===== src/rtl/data_mem_bist.sv =====
// rtl/data_mem_bist.sv - March-style BIST initiator for the data memory port.
// Drives the CPU-side memory interface, honours clk_stall and reports pass/fail.
module data_mem_bist #(
  parameter logic [31:0] BASE_ADDR = 32'h0000_1000,
  parameter int unsigned NUM_WORDS = 64,
  parameter logic [31:0] SEED      = 32'hA5A5_5A5A,
  parameter logic [3:0]  WORD_MASK = 4'b0111,
  parameter int unsigned TIMEOUT   = 255
) (
  input  logic        clk,
  input  logic        rst_n,
  input  logic        start,
  output logic        busy,
  output logic        done,
  output logic        pass,
  output logic        timeout,
  output logic [15:0] err_count,
  output logic [31:0] fail_addr,
  output logic [31:0] fail_data,
  output logic [31:0] mem_addr,
  output logic [31:0] mem_wdata,
  output logic        mem_write,
  output logic        mem_read,
  output logic [3:0]  mem_sign_mask,
  input  logic [31:0] mem_rdata,
  input  logic        mem_stall
);

  typedef enum logic [2:0] {
    S_IDLE,
    S_ISSUE,
    S_WAIT,
    S_CHECK,
    S_NEXT,
    S_FINISH
  } state_t;

  localparam logic [31:0] LAST_IDX   = 32'(NUM_WORDS - 1);
  localparam logic [31:0] WAIT_LIMIT = 32'(TIMEOUT - 1);

  state_t      state;
  logic [1:0]  elem;
  logic [31:0] idx;
  logic [31:0] word_addr;
  logic [31:0] wait_cnt;
  logic [31:0] rdata_q;

  logic        nxt_finish;
  logic [1:0]  nxt_elem;
  logic [31:0] nxt_idx;
  logic [31:0] nxt_addr;
  logic [31:0] nxt_pat;
  logic [31:0] cur_pat;

  assign mem_sign_mask = WORD_MASK;

  // Elements 2 and 3 use the inverted pattern; odd elements are reads.
  always_comb begin
    nxt_finish = 1'b0;
    nxt_elem   = elem;
    nxt_idx    = idx + 32'd1;
    nxt_addr   = word_addr + 32'd4;
    if (idx == LAST_IDX) begin
      nxt_idx  = '0;
      nxt_addr = BASE_ADDR;
      if (elem == 2'd3) nxt_finish = 1'b1;
      else              nxt_elem   = elem + 2'd1;
    end
    nxt_pat = nxt_addr ^ SEED;
    if (nxt_elem[1]) nxt_pat = ~nxt_pat;
    cur_pat = word_addr ^ SEED;
    if (elem[1]) cur_pat = ~cur_pat;
  end

  always_ff @(posedge clk or negedge rst_n) begin
    if (!rst_n) begin
      state     <= S_IDLE;
      elem      <= '0;
      idx       <= '0;
      word_addr <= '0;
      wait_cnt  <= '0;
      rdata_q   <= '0;
      busy      <= 1'b0;
      done      <= 1'b0;
      pass      <= 1'b0;
      timeout   <= 1'b0;
      err_count <= '0;
      fail_addr <= '0;
      fail_data <= '0;
      mem_addr  <= '0;
      mem_wdata <= '0;
      mem_write <= 1'b0;
      mem_read  <= 1'b0;
    end else begin
      case (state)
        S_IDLE: begin
          if (start) begin
            busy      <= 1'b1;
            done      <= 1'b0;
            pass      <= 1'b0;
            timeout   <= 1'b0;
            err_count <= '0;
            fail_addr <= '0;
            fail_data <= '0;
            elem      <= '0;
            idx       <= '0;
            word_addr <= BASE_ADDR;
            mem_addr  <= BASE_ADDR;
            mem_wdata <= BASE_ADDR ^ SEED;
            mem_write <= 1'b1;
            mem_read  <= 1'b0;
            state     <= S_ISSUE;
          end
        end
        S_ISSUE: begin
          wait_cnt <= '0;
          state    <= S_WAIT;
        end
        S_WAIT: begin
          if (!mem_stall) begin
            mem_write <= 1'b0;
            mem_read  <= 1'b0;
            rdata_q   <= mem_rdata;
            state     <= elem[0] ? S_CHECK : S_NEXT;
          end else if (wait_cnt == WAIT_LIMIT) begin
            mem_write <= 1'b0;
            mem_read  <= 1'b0;
            timeout   <= 1'b1;
            pass      <= 1'b0;
            busy      <= 1'b0;
            done      <= 1'b1;
            state     <= S_FINISH;
          end else begin
            wait_cnt <= wait_cnt + 32'd1;
          end
        end
        S_CHECK: begin
          if (rdata_q != cur_pat) begin
            if (err_count != 16'hFFFF) err_count <= err_count + 16'd1;
            if (err_count == 16'd0) begin
              fail_addr <= word_addr;
              fail_data <= rdata_q;
            end
          end
          state <= S_NEXT;
        end
        S_NEXT: begin
          if (nxt_finish) begin
            busy  <= 1'b0;
            done  <= 1'b1;
            pass  <= (err_count == 16'd0);
            state <= S_FINISH;
          end else begin
            elem      <= nxt_elem;
            idx       <= nxt_idx;
            word_addr <= nxt_addr;
            mem_addr  <= nxt_addr;
            mem_wdata <= nxt_pat;
            mem_write <= ~nxt_elem[0];
            mem_read  <= nxt_elem[0];
            state     <= S_ISSUE;
          end
        end
        S_FINISH: state <= S_IDLE;
        default:  state <= S_IDLE;
      endcase
    end
  end

endmodule


===== config.mk =====
export PLATFORM = sky130hd
export DESIGN_NAME = data_mem_bist
export DESIGN_NICKNAME = d
export VERILOG_FILES = /design/src/rtl/data_mem_bist.sv
export SDC_FILE = /design/constraint.sdc
export NUM_CORES = 1
export LEC_CHECK = 0
export BUFFER_PORTS_ARGS = -buffer_cell sky130_fd_sc_hd__buf_2
export CAP_MARGIN = 5
export CORE_UTILIZATION = 41
export CTS_BUF_LIST = sky130_fd_sc_hd__clkbuf_16
export DETAILED_ROUTE_END_ITERATION = 8
export SLEW_MARGIN = 5
export SYNTH_ARGS = -nofsm -noshare
export SYNTH_HDL_FRONTEND = slang
export SYNTH_SLANG_ARGS = --single-unit

===== constraint.sdc =====
create_clock -name clk -period 3.2 [get_ports clk]
set_input_delay 0.8 -clock clk [delete_from_list [all_inputs] [get_ports clk]]
set_output_delay 0.8 -clock clk [all_outputs]
set_load 0.1 [all_outputs]

==> results.sh <==
export IMPL_cts_resized_gates=0
export IMPL_fin_hold_ws_ns=0.148
export IMPL_synth_top_cell_area_share_pct=48.4
export IMPL_synthCells=1319
export IMPL_remaining_drc_errors=16
export IMPL_antenna_left=0
export IMPL_clk_path_buf_depth=3
export IMPL_setup_tns_final_ns=0
export IMPL_critPathKind="reg2reg"
export IMPL_nNetsFinal=1535
export IMPL_slew_headroom_pct=50.0
export IMPL_cap_violations=0
export IMPL_synth_seq_cells=251
export IMPL_slew_violations=0
export IMPL_ys_warn_count=0
export IMPL_post_cts_setup_buffer_count=0
export IMPL_wirelength_um=40000
export IMPL_cp_start_kind="flip-flop"
export IMPL_ys_top_cells_by_area="dfrtp_1 (48%), xnor2_1 (5.0%), a22o_1 (4.6%)"
export IMPL_synth_flop_cell="dfrtp_1"
export IMPL_clkSlewWorstSetupHoldPaths_ns=0.07
export IMPL_cts_buffers=30
export IMPL_vias=11066
export IMPL_cp_slowest_cell="dfrtp_2"
export IMPL_initial_core_util_pct=42.1
export IMPL_use_met2_pct=41.8
export IMPL_status="finished, violations left"
export IMPL_cp_num_buf_inv=1
export IMPL_violations="design-rule violations"
export IMPL_dieArea_um2=32400
export IMPL_overflow=0
export IMPL_hold_viol=0
export IMPL_arrival_ns=3.35
export IMPL_layout_commonest_cell="dfrtp_1"
export IMPL_grt_busiest_layer="met2"
export IMPL_drive_above_1_share_pct=22.8
export IMPL_synthToLayoutAreaGrowth_pct=19.2
export IMPL_dp_hpwl_um=28300
export IMPL_final_cell_mix="dfrtp_1 (250), buf_2 (184), nand2_1 (122)"
export IMPL_dieHeight_um=180
export IMPL_rr_startpoint="elem[1]"
export IMPL_worstHoldPathType="in2async"
export IMPL_via_per_inst=5.78
export IMPL_cts_root_buf="clkbuf_16"
export IMPL_ir_drop_v=0.000656
export IMPL_finClkSkew_ns=0.0370
export IMPL_portBuffers=185
export IMPL_path_delay_family="compound AO/OA/AOI/OAI gates"
export IMPL_ctsHoldBuffers=0
export IMPL_synth_cell_types=73
export IMPL_diodes=0
export IMPL_row_count=64
export IMPL_grt_usage_pct=24.5
export IMPL_post_route_util_pct=50.2
export IMPL_fp_coreArea_um2=30800
export IMPL_worstMarginPinSlew_ns=0.749
export IMPL_tritoncts="built"
export IMPL_min_period_over_period_pct=89.7
export IMPL_p_per_area_nw_per_um2=929
export IMPL_clock_latency_ns=0.58
export IMPL_first_pass_iters=8
export IMPL_antenna_found_initial=0
export IMPL_worst_path_max_fanout=47
export IMPL_leakagePower_nw=7.17
export IMPL_reg2reg_to="fail_addr[4]"
export IMPL_synth_edf_count=0
export IMPL_ys_seq_area_share_pct=48.4
export IMPL_period_needed_ns=2.87
export IMPL_reg2reg_slack_ns=0.33
export IMPL_finalSetupViolCount=0
export IMPL_max_stage_delay_ns=0.55
export IMPL_grt_pass1_vias=10663
export IMPL_synthesis_area_um2=13000
export IMPL_async_reset_ff_share_pct=100
export IMPL_crit_chain="xnor2_1 > o221ai_1 > a2111oi_2 > nand4_1 > o22ai_2 > a21o_2 > buf_12 > a22o_1"
export IMPL_synth_top_area_cell="dfrtp_1"
export IMPL_die_x_um=180
export IMPL_gp_congestion=0.933
export IMPL_grt_use_met3_pct=4.29
export IMPL_synth_area_per_cell_um2=9.84
export IMPL_end_kind="flip-flop"
export IMPL_post_drt_wl_per_cell_um=20.9
export IMPL_cts_num_sinks=251
export IMPL_grt_max_degree=68
export IMPL_grt_pass1_wl_um=62600
export IMPL_fmax_mhz=349
export IMPL_rsz0062_at_grt="no"
export IMPL_ctsHtreeMaxLevel=1
export IMPL_n_fill_cell=2869
export IMPL_cp_required_ns=3.68
export IMPL_rr_worst_depth=8
export IMPL_drt_first_iter_violations=868
export IMPL_io_pins=190
export IMPL_met1_usage_pct=31.6
-- cell type report --
class	instances	area, um2	share of cell area [%]
Clock buffer	30	751	4.85
Timing Repair Buffer	244	1450	9.40
Sequential cell	251	6280	40.6
Clock inverter	26	255	1.65
Tap cell	396	495	3.20
Inverter	17	63.8	0.413
Multi-Input combinational cell	949	6160	39.9
-- per-stage QoR --
| stage | instance area [um2] | setup slack (ns) | std cells | power (mW) |
|---|---|---|---|---|
| 2_1_floorplan | 13000 | 0.192 | 1321 | 9.38 |
| 3_3_place_gp | 14500 | 0.510 | 1857 | 10.9 |
| 3_5_place_dp | 14500 | 0.367 | 1857 | 10.9 |
| 4_1_cts | 15500 | 0.342 | 1913 | 14.4 |
| 5_1_grt | 15500 | 0.127 | 1913 | 15.0 |
| 6_report | 15500 | 0.331 | 1913 | 14.4 |
-- synthesized netlist by cell type, types with 18 or more instances --
cell and instances:
nand4_1 39, nor4_1 37, nand2_1 122, mux2_2 34, xor2_1 53, clkbuf_1 56, nand3_1 40, o31ai_1 18
xnor2_1 74, and3_1 37, nor2_1 99, buf_2 29, o21ai_0 89, a22o_1 68, a21oi_1 53, dfrtp_1 251
nor3_1 18
-- per-layer routing --
| layer | wire [um] | up-vias | share of wire [%] |
|---|---|---|---|
| met5 | 0 | - | 0 |
| met4 | 1080 | 0 | 2.7 |
| met3 | 2390 | 55 | 6.0 |
| met2 | 19700 | 367 | 49 |
| met1 | 16900 | 5503 | 42 |
| li1 | - | 5141 | - |
-- flip-flops by register name, summed over array words and instances (netlist names) --
register and count:
fail_addr 32, fail_data 32, state 3, mem_write 1, idx 32, timeout 1
mem_read 1, rdata_q 32, err_count 16, done 1, pass 1, wait_cnt 32
mem_wdata 32, busy 1, word_addr 32, elem 2
-- worst max-delay path by stage --
stage	start	endpoint	slack, ns	cells after the start
after floorplan	word_addr[2]	mem_wdata[12]	0.19	9
after global placement	idx[0]	mem_wdata[11]	0.51	9
after detailed placement	elem[1]	fail_data[18]	0.37	8
after CTS	elem[1]	fail_addr[9]	0.34	8
after global routing	elem[1]	fail_addr[4]	0.13	8
final	elem[1]	fail_addr[4]	0.33	8
-- kinds of logic after synthesis --
family | Yosys count | synth area share [%]
adder cells (fa/ha/maj) | 6 | 0.578
XOR/XNOR | 129 | 8.93
multiplexers | 35 | 3.04
flip-flops | 251 | 48.4
AO/OA/AOI/OAI | 313 | 16.2
buffers and inverters | 121 | 4.37
AND/OR/NAND/NOR | 462 | 18.4
other | 2 | 0.0579
-- power breakdown --
part / switching (mW) / internal (mW)
clock: 1.43 / 2.04
combinational: 4.91 / 1.53
sequential: 0.665 / 3.79
total: 7.00 / 7.36
Power figures use the tool's default switching activity.
